`config.mk`:
```
export PLATFORM = sky130hd
export DESIGN_NAME = flash_sample_fetch
export DESIGN_NICKNAME = d
export VERILOG_FILES = /design/src/rtl/flash_fetch_pkg.sv /design/src/rtl/sample_splitter.sv /design/src/rtl/flash_sample_fetch.sv
export SDC_FILE = /design/constraint.sdc
export NUM_CORES = 1
export LEC_CHECK = 0
export BUFFER_PORTS_ARGS = -buffer_cell sky130_fd_sc_hd__buf_2
export CORE_ASPECT_RATIO = 2
export CORE_MARGIN = 2
export CORE_UTILIZATION = 40
export DETAILED_ROUTE_END_ITERATION = 8
export PLACE_DENSITY = 0.7
export SLEW_MARGIN = 20
export SYNTH_ARGS = -nofsm -noshare
export SYNTH_HDL_FRONTEND = slang
export SYNTH_SLANG_ARGS = --single-unit
```
`constraint.sdc`:
```
create_clock -name clk -period 7.8 [get_ports clk]
set_input_delay 1.56 -clock clk [delete_from_list [all_inputs] [get_ports clk]]
set_output_delay 1.56 -clock clk [all_outputs]
set_load 0.005 [all_outputs]
```
`src/rtl/flash_fetch_pkg.sv`:
```
// Shared types for the flash sample fetcher: FSM states, word-half selectors and the audio sample type.
package flash_fetch_pkg;

  localparam int unsigned WORD_W   = 32;
  localparam int unsigned SAMPLE_W = 16;

  typedef enum logic [1:0] {
    IDLE,
    REQ,
    WAIT_DATA,
    HOLD
  } state_t;

  // Physical halves of a flash word
  localparam logic HALF_LO = 1'b0;
  localparam logic HALF_HI = 1'b1;

  typedef logic signed [SAMPLE_W-1:0] sample_t;

  function automatic sample_t pick_half(input logic [WORD_W-1:0] word, input logic sel);
    return (sel == HALF_HI) ? sample_t'(word[31:16]) : sample_t'(word[15:0]);
  endfunction

endpackage

```
`src/rtl/sample_splitter.sv`:
```
// Selects the audio sample for the current playback half of a buffered flash word.
// Optional build macro AUDIO_ATTEN_EN adds an arithmetic-shift attenuator.
module sample_splitter
  import flash_fetch_pkg::*;
(
  input  logic [WORD_W-1:0] i_word,
  input  logic              i_half,
  input  logic              i_dir,
`ifdef AUDIO_ATTEN_EN
  input  logic [2:0]        i_atten,
`endif
  output sample_t           o_sample
);

  logic    w_sel;
  sample_t w_raw;

  // i_half is the playback phase; backward playback reverses which physical half comes first
  assign w_sel = i_half ^ i_dir;
  assign w_raw = pick_half(i_word, w_sel);

`ifdef AUDIO_ATTEN_EN
  assign o_sample = w_raw >>> i_atten;
`else
  assign o_sample = w_raw;
`endif

endmodule

```
`src/rtl/flash_sample_fetch.sv`:
```
// Reads one 32-bit word per address from an Avalon-MM flash and plays it out as two 16-bit samples.
// Optional build macro AUDIO_ATTEN_EN adds the atten[2:0] input.
module flash_sample_fetch
  import flash_fetch_pkg::*;
#(
  parameter int unsigned ADDR_W     = 23,
  parameter int unsigned TIMEOUT    = 1024,
  parameter int unsigned UNDERRUN_W = 16
) (
  input  logic                  clk,
  input  logic                  reset,
  input  logic [31:0]           addr,
  input  logic                  dir,
  input  logic                  enable,
  input  logic                  sample_tick,
`ifdef AUDIO_ATTEN_EN
  input  logic [2:0]            atten,
`endif
  output logic                  flash_read,
  output logic [ADDR_W-1:0]     flash_address,
  input  logic                  flash_waitrequest,
  input  logic [31:0]           flash_readdata,
  input  logic                  flash_readdatavalid,
  output logic [15:0]           sample_out,
  output logic                  sample_valid,
  output logic                  addr_step,
  output logic                  timeout_err,
  output logic [UNDERRUN_W-1:0] underrun_cnt
);

  localparam int unsigned TO_W = (TIMEOUT > 1) ? $clog2(TIMEOUT) : 1;

  state_t            r_state;
  logic [WORD_W-1:0] r_buf;
  logic              r_half;
  logic              r_dir;
  logic [TO_W-1:0]   r_to_cnt;
  sample_t           w_sample;
  logic              w_tick;

  assign w_tick = sample_tick & enable;

  // Upper address bits are the controller's concern; only the low ADDR_W bits reach flash
  generate
    if (ADDR_W < 32) begin : g_addr_unused
      logic w_unused_addr_hi;
      assign w_unused_addr_hi = ^addr[31:ADDR_W];
    end
  endgenerate

  sample_splitter u_split (
    .i_word   (r_buf),
    .i_half   (r_half),
    .i_dir    (r_dir),
`ifdef AUDIO_ATTEN_EN
    .i_atten  (atten),
`endif
    .o_sample (w_sample)
  );

  always_ff @(posedge clk or posedge reset) begin
    if (reset) begin
      r_state       <= IDLE;
      r_buf         <= '0;
      r_half        <= 1'b0;
      r_dir         <= 1'b0;
      r_to_cnt      <= '0;
      flash_read    <= 1'b0;
      flash_address <= '0;
      sample_out    <= '0;
      sample_valid  <= 1'b0;
      addr_step     <= 1'b0;
      timeout_err   <= 1'b0;
      underrun_cnt  <= '0;
    end else begin
      sample_valid <= 1'b0;
      addr_step    <= 1'b0;
      timeout_err  <= 1'b0;

      // A tick with nothing buffered, including one coincident with capture, is an underrun
      if (w_tick && (r_state != HOLD) && (underrun_cnt != '1)) begin
        underrun_cnt <= underrun_cnt + UNDERRUN_W'(1);
      end

      case (r_state)
        IDLE: begin
          if (enable) begin
            flash_address <= addr[ADDR_W-1:0];
            r_dir         <= dir;
            flash_read    <= 1'b1;
            r_state       <= REQ;
          end
        end
        REQ: begin
          if (!flash_waitrequest) begin
            flash_read <= 1'b0;
            r_to_cnt   <= '0;
            r_state    <= WAIT_DATA;
          end
        end
        WAIT_DATA: begin
          if (flash_readdatavalid) begin
            r_buf   <= flash_readdata;
            r_half  <= 1'b0;
            r_state <= HOLD;
          end else if (r_to_cnt == TO_W'(TIMEOUT - 1)) begin
            timeout_err <= 1'b1;
            r_state     <= IDLE;
          end else begin
            r_to_cnt <= r_to_cnt + TO_W'(1);
          end
        end
        HOLD: begin
          if (w_tick) begin
            sample_out   <= w_sample;
            sample_valid <= 1'b1;
            if (!r_half) begin
              r_half <= 1'b1;
            end else begin
              addr_step <= 1'b1;
              r_state   <= IDLE;
            end
          end
        end
        default: r_state <= IDLE;
      endcase
    end
  end

endmodule
```
==> impl_metrics.env, run 1 <==
export IMPL_detail_route_antenna_nets=0
export IMPL_worst_setup_path_end_kind="flop"
export IMPL_drt_iter0_drc=150
export IMPL_ir_drop_mv=0.189
export IMPL_synth_edff_count=0
export IMPL_coreArea_um2=10900
export IMPL_fin_skew_ns=0.0115
export IMPL_die_height_um=153
export IMPL_critical_path_class="in -> reg"
export IMPL_avgSynthCellArea_um2=12.7
export IMPL_layout_nets=548
export IMPL_ys_warn_count=0
export IMPL_final_layout_size_suffix_gt1_frac=0.440
export IMPL_crit_slowest_cell="or3b_4"
export IMPL_io_buffers=120
export IMPL_grt_max_degree=71
export IMPL_syn_nets=424
export IMPL_dieArea_um2=12100
export IMPL_clk_latency_ns=0.35
export IMPL_syn_inst=351
export IMPL_drv_cap=0
export IMPL_worstPathMaxFanout=8
export IMPL_crit_chain="buf_2 -> or3b_4 -> a41oi_4 -> or2_1 -> mux2i_1"
export IMPL_netlist_area_leader_share=0.588
export IMPL_slew_headroom=0.424
export IMPL_ys_types=47
export IMPL_diodes=0
export IMPL_synth_area_leaders="dfrtp_1, mux2_2, mux2i_1"
export IMPL_fmax_ghz=0.368
export IMPL_wl_met1_um=3410
export IMPL_dpl_hpwl_um=6750
export IMPL_ctsResizeCount=0
export IMPL_stdcell_area_um2=5500
export IMPL_cp_slowest_stage_delay_ns=0.42
export IMPL_via_count=3145
export IMPL_clock_path_buffers=2
export IMPL_drt_total_wl_um=9160
export IMPL_setup_ws_ns=5.09
export IMPL_placed_cells=604
export IMPL_grt_usage=0.161
export IMPL_dr_wl_met3_um=511
export IMPL_post_route_period_util=0.348
export IMPL_fin_tns_setup_ns=0
export IMPL_area_growth_syn_to_layout_pct=23.1
export IMPL_gr_total_overflow=0
export IMPL_drv_slew=0
export IMPL_cp_data_arrival_time_ns=2.98
export IMPL_grt_pass1_wl_um=15400
export IMPL_top_layer_used="met4"
export IMPL_cts_buffers=9
export IMPL_die_w_um=78.7
export IMPL_grt_pass1_vias=3345
export IMPL_route_met2_wl_um=5080
export IMPL_ff2ff_setup_slack_ns=5.82
export IMPL_rsz0062_at_grt="no"
export IMPL_cts_clk_slew_worst_paths_ns=0.07
export IMPL_crit_path_start_kind="input pin"
export IMPL_cts_tree="built"
export IMPL_viasPerCell=5.07
export IMPL_min_period_ns=2.71
export IMPL_gp_congestion=0.808
export IMPL_antenna_found_initial=0
export IMPL_powerDensity_nw_per_um2=367
export IMPL_worst_slew_pin_slew_ns=0.864
export IMPL_postCtsSetupBuffers=0
export IMPL_final_cells=620
export IMPL_synthArstFlopShare=1.00
export IMPL_htreeDepth=3
export IMPL_cellLeakagePower_uw=0.00264
export IMPL_synth_top_area_cell="dfrtp_1"
export IMPL_drc=0
export IMPL_pre_cts_slack_ns=4.74
export IMPL_required_ns=8.07
export IMPL_ys_ff_latch=105
export IMPL_initial_core_util=0.411
export IMPL_syn_cell_area_um2=4470
export IMPL_hold_buffers=0
export IMPL_dr_pass1_iters=4
export IMPL_ys_seq_area_frac=0.588
export IMPL_placed_area_um2=5210
export IMPL_cts_root_buf="clkbuf_16"
export IMPL_rows=54
export IMPL_layout_common_cells="buf_2, dfrtp_1, mux2_2"
export IMPL_hp_class="reg -> reg"
export IMPL_ys_flop_type="dfrtp_1"
export IMPL_cts_sinks=105
export IMPL_status="finished clean"
export IMPL_final_common_cell="buf_2"
export IMPL_hold_viol=0
export IMPL_wl_per_cell_um=14.8
export IMPL_setup_viol=0
export IMPL_pin_count=130
-- metal layers --
layer	vias to the layer above	track usage
li1	1493	-
met1	1551	0.169
met2	93	0.293
met3	8	0.0419
met4	0	0.0718
met5	-	0
-- state kept, by name, summed over array words and instances, names as in the netlist, 2 cells and up --
name / flops
sample_out: 16
flash_address: 23
r_state: 2
r_to_cnt: 10
underrun_cnt: 16
r_buf: 32
-- synth_stat cells, types with 2 or more instances --
master / instances
o21ai_0: 17
clkbuf_1: 3
dfrtp_1: 105
nor2_1: 12
inv_1: 8
nor2_2: 2
a21oi_1: 6
nand2_1: 36
and2_1: 3
and3_1: 3
mux2_2: 60
o211ai_1: 3
nor3b_1: 2
buf_2: 6
a31oi_1: 7
mux2i_1: 17
xnor2_1: 11
buf_6: 2
and4_1: 2
nand3_1: 8
nand4_1: 11
ha_1: 2
-- power by group --
part           switching (uW)  total [uW]  internal [uW]
Sequential                142         907            766
Clock                     212         436            225
Combinational             303         677            374
Total                     656        2020           1360
-- per-stage QoR --
stage	total power (uW)	util	hold slack, ns
finish	2020	0.506	0.480
global route	2160	0.506	0.516
detailed placement	1610	0.479	0.469
global placement	1570	0.479	0.461
CTS	2050	0.506	0.487
floorplan	1370	-	0.464
-- layout make-up --
cell class / instances / area [um^2]
clock buffer: 10 / 229
clock inverter: 6 / 57.6
tap: 140 / 175
inverter: 8 / 32.5
multi-input combinational: 226 / 1740
sequential: 105 / 2630
timing repair buffer: 125 / 638
fill: 963 / 5380
-- worst paths after layout --
kind / start / end / cells past startpoint
min in group asynchronous: reset / r_buf[22] / 2
max: flash_readdatavalid / r_to_cnt[1] / 5
max reg2reg: underrun_cnt[0] / underrun_cnt[12] / 5
min: sample_out[14] / sample_out[14] / 2
max in group asynchronous: reset / r_to_cnt[0] / 3
min reg2reg: sample_out[14] / sample_out[14] / 2
-- logic make-up after synthesis --
group,after synthesis,share of synthesized area
flip-flops,105,0.588
AND/OR/NAND/NOR,87,0.0966
multiplexers,77,0.189
AO/OA/AOI/OAI,48,0.0728
buffers and inverters,20,0.0227
XOR/XNOR,12,0.0252
adder cells (fa/ha/maj),2,0.00560
-- critical path: cells and delay by family --
kind                   cells  cell delay, ns
buffers and inverters      1            0.14
AOI/OAI and AO/OA          1            0.30
muxes                      1            0.22
and+or+nand+nor            2            0.75
Power figures use the tool's default switching activity.
==> inputs of run 2 (changes only) <==
==> constraint.sdc (replaced) <==
create_clock -name clk -period 2.64 [get_ports clk]
set_input_delay 0.528 -clock clk [delete_from_list [all_inputs] [get_ports clk]]
set_output_delay 0.528 -clock clk [all_outputs]
set_load 0.005 [all_outputs]
==> impl_metrics.env, run 2 (same netlist as run 1, synthesis figures left out) <==
export IMPL_wl_per_cell_um=14.5
export IMPL_initial_core_util=0.411
export IMPL_grt_usage=0.160
export IMPL_layout_common_cells="buf_2, dfrtp_1, mux2_2"
export IMPL_via_count=3180
export IMPL_final_layout_size_suffix_gt1_frac=0.447
export IMPL_pin_count=130
export IMPL_viasPerCell=5.08
export IMPL_critical_path_class="reg -> reg"
export IMPL_r2r_cells=5
export IMPL_rows=54
export IMPL_die_height_um=153
export IMPL_cp_slowest_stage_delay_ns=0.43
export IMPL_cts_root_buf="clkbuf_16"
export IMPL_min_period_ns=1.93
export IMPL_total_power_uw=5910
export IMPL_drt_iter0_drc=105
export IMPL_layout_nets=554
export IMPL_dpl_hpwl_um=6810
export IMPL_antenna_found_initial=0
export IMPL_clock_path_buffers=2
export IMPL_crit_chain="ha_1 -> and4_2 -> a41oi_4 -> or2_1 -> mux2i_1"
export IMPL_rsz0062_at_grt="no"
export IMPL_ff2ff_setup_slack_ns=0.71
export IMPL_htreeDepth=3
export IMPL_cp_data_arrival_time_ns=2.19
export IMPL_cts_sinks=105
export IMPL_largest_register_ffs=32
export IMPL_crit_slowest_cell="dfrtp_1"
export IMPL_io_buffers=120
export IMPL_area_growth_syn_to_layout_pct=24.1
export IMPL_fmax_ghz=0.519
export IMPL_cts_clk_slew_worst_paths_ns=0.07
export IMPL_grt_max_degree=48
export IMPL_largestRegisters="r_buf x32, flash_address x23"
export IMPL_cts_buffers=9
export IMPL_powerDensity_nw_per_um2=1060
export IMPL_drc=0
export IMPL_grt_pass1_vias=3348
export IMPL_cts_tree="built"
export IMPL_crit_path_start_kind="flop"
export IMPL_gp_congestion=0.801
export IMPL_fin_tns_setup_ns=0
export IMPL_top_register="r_buf"
export IMPL_final_common_cell="buf_2"
export IMPL_hold_viol=0
export IMPL_dieArea_um2=12100
export IMPL_coreArea_um2=10900
export IMPL_hold_buffers=0
export IMPL_grt_pass1_wl_um=15100
export IMPL_fin_skew_ns=0.00632
export IMPL_die_w_um=78.7
export IMPL_hp_class="in -> async"
export IMPL_slew_headroom=0.589
export IMPL_post_route_period_util=0.730
export IMPL_setup_viol=0
export IMPL_drv_cap=0
export IMPL_diodes=0
export IMPL_drt_total_wl_um=9110
export IMPL_dr_pass1_iters=5
export IMPL_worstPathMaxFanout=8
export IMPL_detail_route_antenna_nets=0
export IMPL_worst_setup_path_end_kind="flop"
export IMPL_drv_slew=0
export IMPL_cellLeakagePower_uw=0.00265
export IMPL_ir_drop_mv=0.699
export IMPL_postCtsSetupBuffers=0
export IMPL_required_ns=2.90
export IMPL_clk_latency_ns=0.34
export IMPL_worst_slew_pin_slew_ns=0.615
export IMPL_ctsResizeCount=0
export IMPL_gr_total_overflow=0
export IMPL_status="finished clean"
[run 2: cell types whose count changed in the layout (fill, tap and decap cells not counted), sizes merged]
cell and change:
clkinv -1, inv -4, clkinvlp +5, buf +6
[run 2: worst paths after layout]
check,start,to
min in group clk,flash_readdata[16],r_buf[16]
worst min register to register,sample_out[14],sample_out[14]
worst max-delay path,r_to_cnt[0],r_to_cnt[1]
worst min-delay path,reset,r_buf[22]
worst max register to register,r_to_cnt[0],r_to_cnt[1]
max in group asynchronous,reset,flash_address[10]
[run 2: final cells by class]
class / count / area (um^2)
inverter: 8 / 33.8
tap: 140 / 175
sequential: 105 / 2630
clock buffer: 10 / 229
fill: 970 / 5330
multi-input combinational: 226 / 1740
timing repair buffer: 131 / 696
clock inverter: 6 / 43.8
[run 2: worst max-delay path, delay by kind of cell (launching register included)]
family / cells / cell delay (ns)
adders and majority gates: 1 / 0.26
muxes: 1 / 0.21
and+or+nand+nor: 2 / 0.61
AOI/OAI and AO/OA: 1 / 0.33
DFF: 1 / 0.43
[run 2: where the power goes]
group | switching, uW | internal (uW) | total [uW]
sequential | 414 | 2260 | 2680
clock | 580 | 641 | 1220
combinational | 887 | 1120 | 2010
total | 1880 | 4030 | 5910
[run 2: metal layers]
layer | vias to the layer above | wire length, um | global-route usage | share of wire
met5 | - | 0 | 0 | 0
met4 | 0 | 250 | 0.0869 | 0.027
met3 | 17 | 453 | 0.0378 | 0.050
met2 | 87 | 4970 | 0.292 | 0.55
met1 | 1569 | 3440 | 0.163 | 0.38
li1 | 1507 | - | - | -
[run 2: per-stage QoR]
stage           util  cell area (um^2)  hold WS, ns  instances  setup WS (ns)
2_1_floorplan      -              4470        0.464        351          0.852
3_3_place_gp   0.485              5270        0.460        610          0.625
3_5_place_dp   0.485              5270        0.470        610          0.610
4_1_cts        0.510              5550        0.263        626          0.698
5_1_grt        0.510              5550        0.282        626          0.559
6_report       0.510              5550        0.250        626          0.714
==> inputs of run 3 (changes only) <==
==> constraint.sdc (replaced) <==
create_clock -name clk -period 2 [get_ports clk]
set_input_delay 0.4 -clock clk [delete_from_list [all_inputs] [get_ports clk]]
set_output_delay 0.4 -clock clk [all_outputs]
set_load 0.005 [all_outputs]
==> impl_metrics.env, run 3 (same netlist as run 1, synthesis figures left out) <==
export IMPL_fin_skew_ns=0.00881
export IMPL_hold_buffers=0
export IMPL_top_register="r_buf"
export IMPL_wl_per_cell_um=14.9
export IMPL_cts_buffers=9
export IMPL_area_growth_syn_to_layout_pct=25.4
export IMPL_wl_met1_um=3500
export IMPL_io_buffers=120
export IMPL_final_common_cell="buf_2"
export IMPL_pin_count=130
export IMPL_worstPathMaxFanout=8
export IMPL_cp_data_arrival_time_ns=2.11
export IMPL_rows=54
export IMPL_drt_iter0_drc=169
export IMPL_cts_tree="built"
export IMPL_dieArea_um2=12100
export IMPL_detail_route_antenna_nets=0
export IMPL_ff2ff_setup_slack_ns=0.09
export IMPL_dr_wl_met3_um=486
export IMPL_grt_max_degree=106
export IMPL_drv_cap=0
export IMPL_drc=0
export IMPL_holdWs_ns=0.179
export IMPL_p_seq_frac=0.432
export IMPL_die_w_um=78.7
export IMPL_switchingPower_uw=2530
export IMPL_crit_path_start_kind="flop"
export IMPL_final_cells=628
export IMPL_cellLeakagePower_uw=0.00269
export IMPL_internal_power_uw=5540
export IMPL_required_ns=2.20
export IMPL_stdcell_area_um2=5610
export IMPL_layout_common_cells="buf_2, dfrtp_1, mux2_2"
export IMPL_cts_root_buf="clkbuf_16"
export IMPL_cp_depth=5
export IMPL_status="finished clean"
export IMPL_initial_core_util=0.411
export IMPL_via_count=3178
export IMPL_placed_cells=612
export IMPL_crit_chain="ha_1 -> and4_2 -> a41oi_4 -> or2_1 -> a31oi_1"
export IMPL_path_buf_inv=0
export IMPL_slew_headroom=0.620
export IMPL_post_route_period_util=0.956
export IMPL_cts_sinks=105
export IMPL_gp_congestion=0.777
export IMPL_grt_pass1_vias=3376
export IMPL_final_layout_size_suffix_gt1_frac=0.449
export IMPL_coreArea_um2=10900
export IMPL_powerDensity_nw_per_um2=1440
export IMPL_largest_register_ffs=32
export IMPL_cp_slowest_stage_delay_ns=0.43
export IMPL_clock_path_buffers=2
export IMPL_critPathLaunch="r_to_cnt[0]"
export IMPL_r2r_cells=5
export IMPL_dr_pass1_iters=4
export IMPL_r2r_end="r_to_cnt[8]"
export IMPL_worst_setup_path_end_kind="flop"
export IMPL_clk_latency_ns=0.34
export IMPL_cts_clk_slew_worst_paths_ns=0.07
export IMPL_top_layer_used="met4"
export IMPL_postCtsSetupBuffers=0
export IMPL_ctsResizeCount=0
export IMPL_min_period_ns=1.91
export IMPL_antenna_found_initial=0
export IMPL_largestRegisters="r_buf x32, flash_address x23"
export IMPL_diodes=0
export IMPL_crit_slowest_cell="dfrtp_1"
export IMPL_final_core_util=0.515
export IMPL_fin_tns_setup_ns=0
export IMPL_drt_total_wl_um=9330
export IMPL_critical_path_top_delay_family="simple AND/OR/NAND/NOR gates"
export IMPL_layout_nets=556
export IMPL_ir_drop_mv=0.694
export IMPL_hold_viol=0
export IMPL_die_height_um=153
export IMPL_worst_r2r_startpoint="r_to_cnt[0]"
export IMPL_critical_path_class="reg -> reg"
export IMPL_cp_endpoint="r_to_cnt[8]"
export IMPL_htreeDepth=3
export IMPL_worst_slew_pin_slew_ns=0.571
export IMPL_fill_cells=979
export IMPL_power_share_switching=0.314
export IMPL_hp_class="in -> async"
export IMPL_route_met2_wl_um=5020
export IMPL_gr_total_overflow=0
export IMPL_dpl_hpwl_um=6770
export IMPL_placed_area_um2=5300
export IMPL_viasPerCell=5.06
export IMPL_fmax_ghz=0.523
export IMPL_p_clk_frac=0.222
export IMPL_p_comb_frac=0.346
export IMPL_setup_viol=0
export IMPL_rsz0062_at_grt="no"
export IMPL_grt_usage=0.163
export IMPL_drv_slew=0
export IMPL_grt_pass1_wl_um=15400
[run 3: worst reg2reg max path, delay by kind of cell (launching register included)]
kind	cells	cell delay [ns]
and+or+nand+nor	2	0.63
AOI/OAI and AO/OA	2	0.44
adders and majority gates	1	0.27
DFF	1	0.43
[run 3: per-layer routing]
layer | track usage | vias to the layer above
met2 | 0.291 | 98
met3 | 0.0431 | 22
met5 | 0 | -
li1 | - | 1513
met4 | 0.0894 | 0
met1 | 0.168 | 1545
[run 3: cell type report]
cell class / instances / area, um^2 / area share
Clock buffer: 11 / 243 / 0.0433
Timing Repair Buffer: 133 / 723 / 0.129
Multi-Input combinational cell: 226 / 1740 / 0.310
Sequential cell: 105 / 2630 / 0.469
Inverter: 8 / 33.8 / 0.00603
Tap cell: 140 / 175 / 0.0312
Clock inverter: 5 / 62.6 / 0.0112
[run 3: how the worst min path moves through the flow]
stage / start / endpoint / slack (ns) / cells past startpoint
finish: reset / r_buf[6] / 0.18 / 3
global route: reset / underrun_cnt[11] / 0.26 / 3
CTS: reset / r_buf[6] / 0.24 / 3
detailed placement: sample_out[13] / sample_out[13] / 0.47 / 2
global placement: flash_read / flash_read / 0.46 / 1
floorplan: r_to_cnt[4] / r_to_cnt[4] / 0.46 / 1
[run 3: power groups by stage]
| stage | combinational [uW] | clock [uW] | sequential (uW) |
|---|---|---|---|
| 2_1_floorplan | 1850 | 0 | 3490 |
| 3_3_place_gp | 2740 | 0 | 3470 |
| 3_5_place_dp | 2840 | 0 | 3540 |
| 4_1_cts | 2850 | 1840 | 3500 |
| 5_1_grt | 3080 | 1930 | 3610 |
| 6_report | 2790 | 1790 | 3490 |
[run 3: metrics by stage]
| stage | power [uW] | setup slack [ns] |
|---|---|---|
| 2_1_floorplan | 5340 | 0.321 |
| 3_3_place_gp | 6210 | 0.154 |
| 3_5_place_dp | 6380 | 0.0727 |
| 4_1_cts | 8190 | 0.0799 |
| 5_1_grt | 8620 | 0.0146 |
| 6_report | 8070 | 0.0885 |
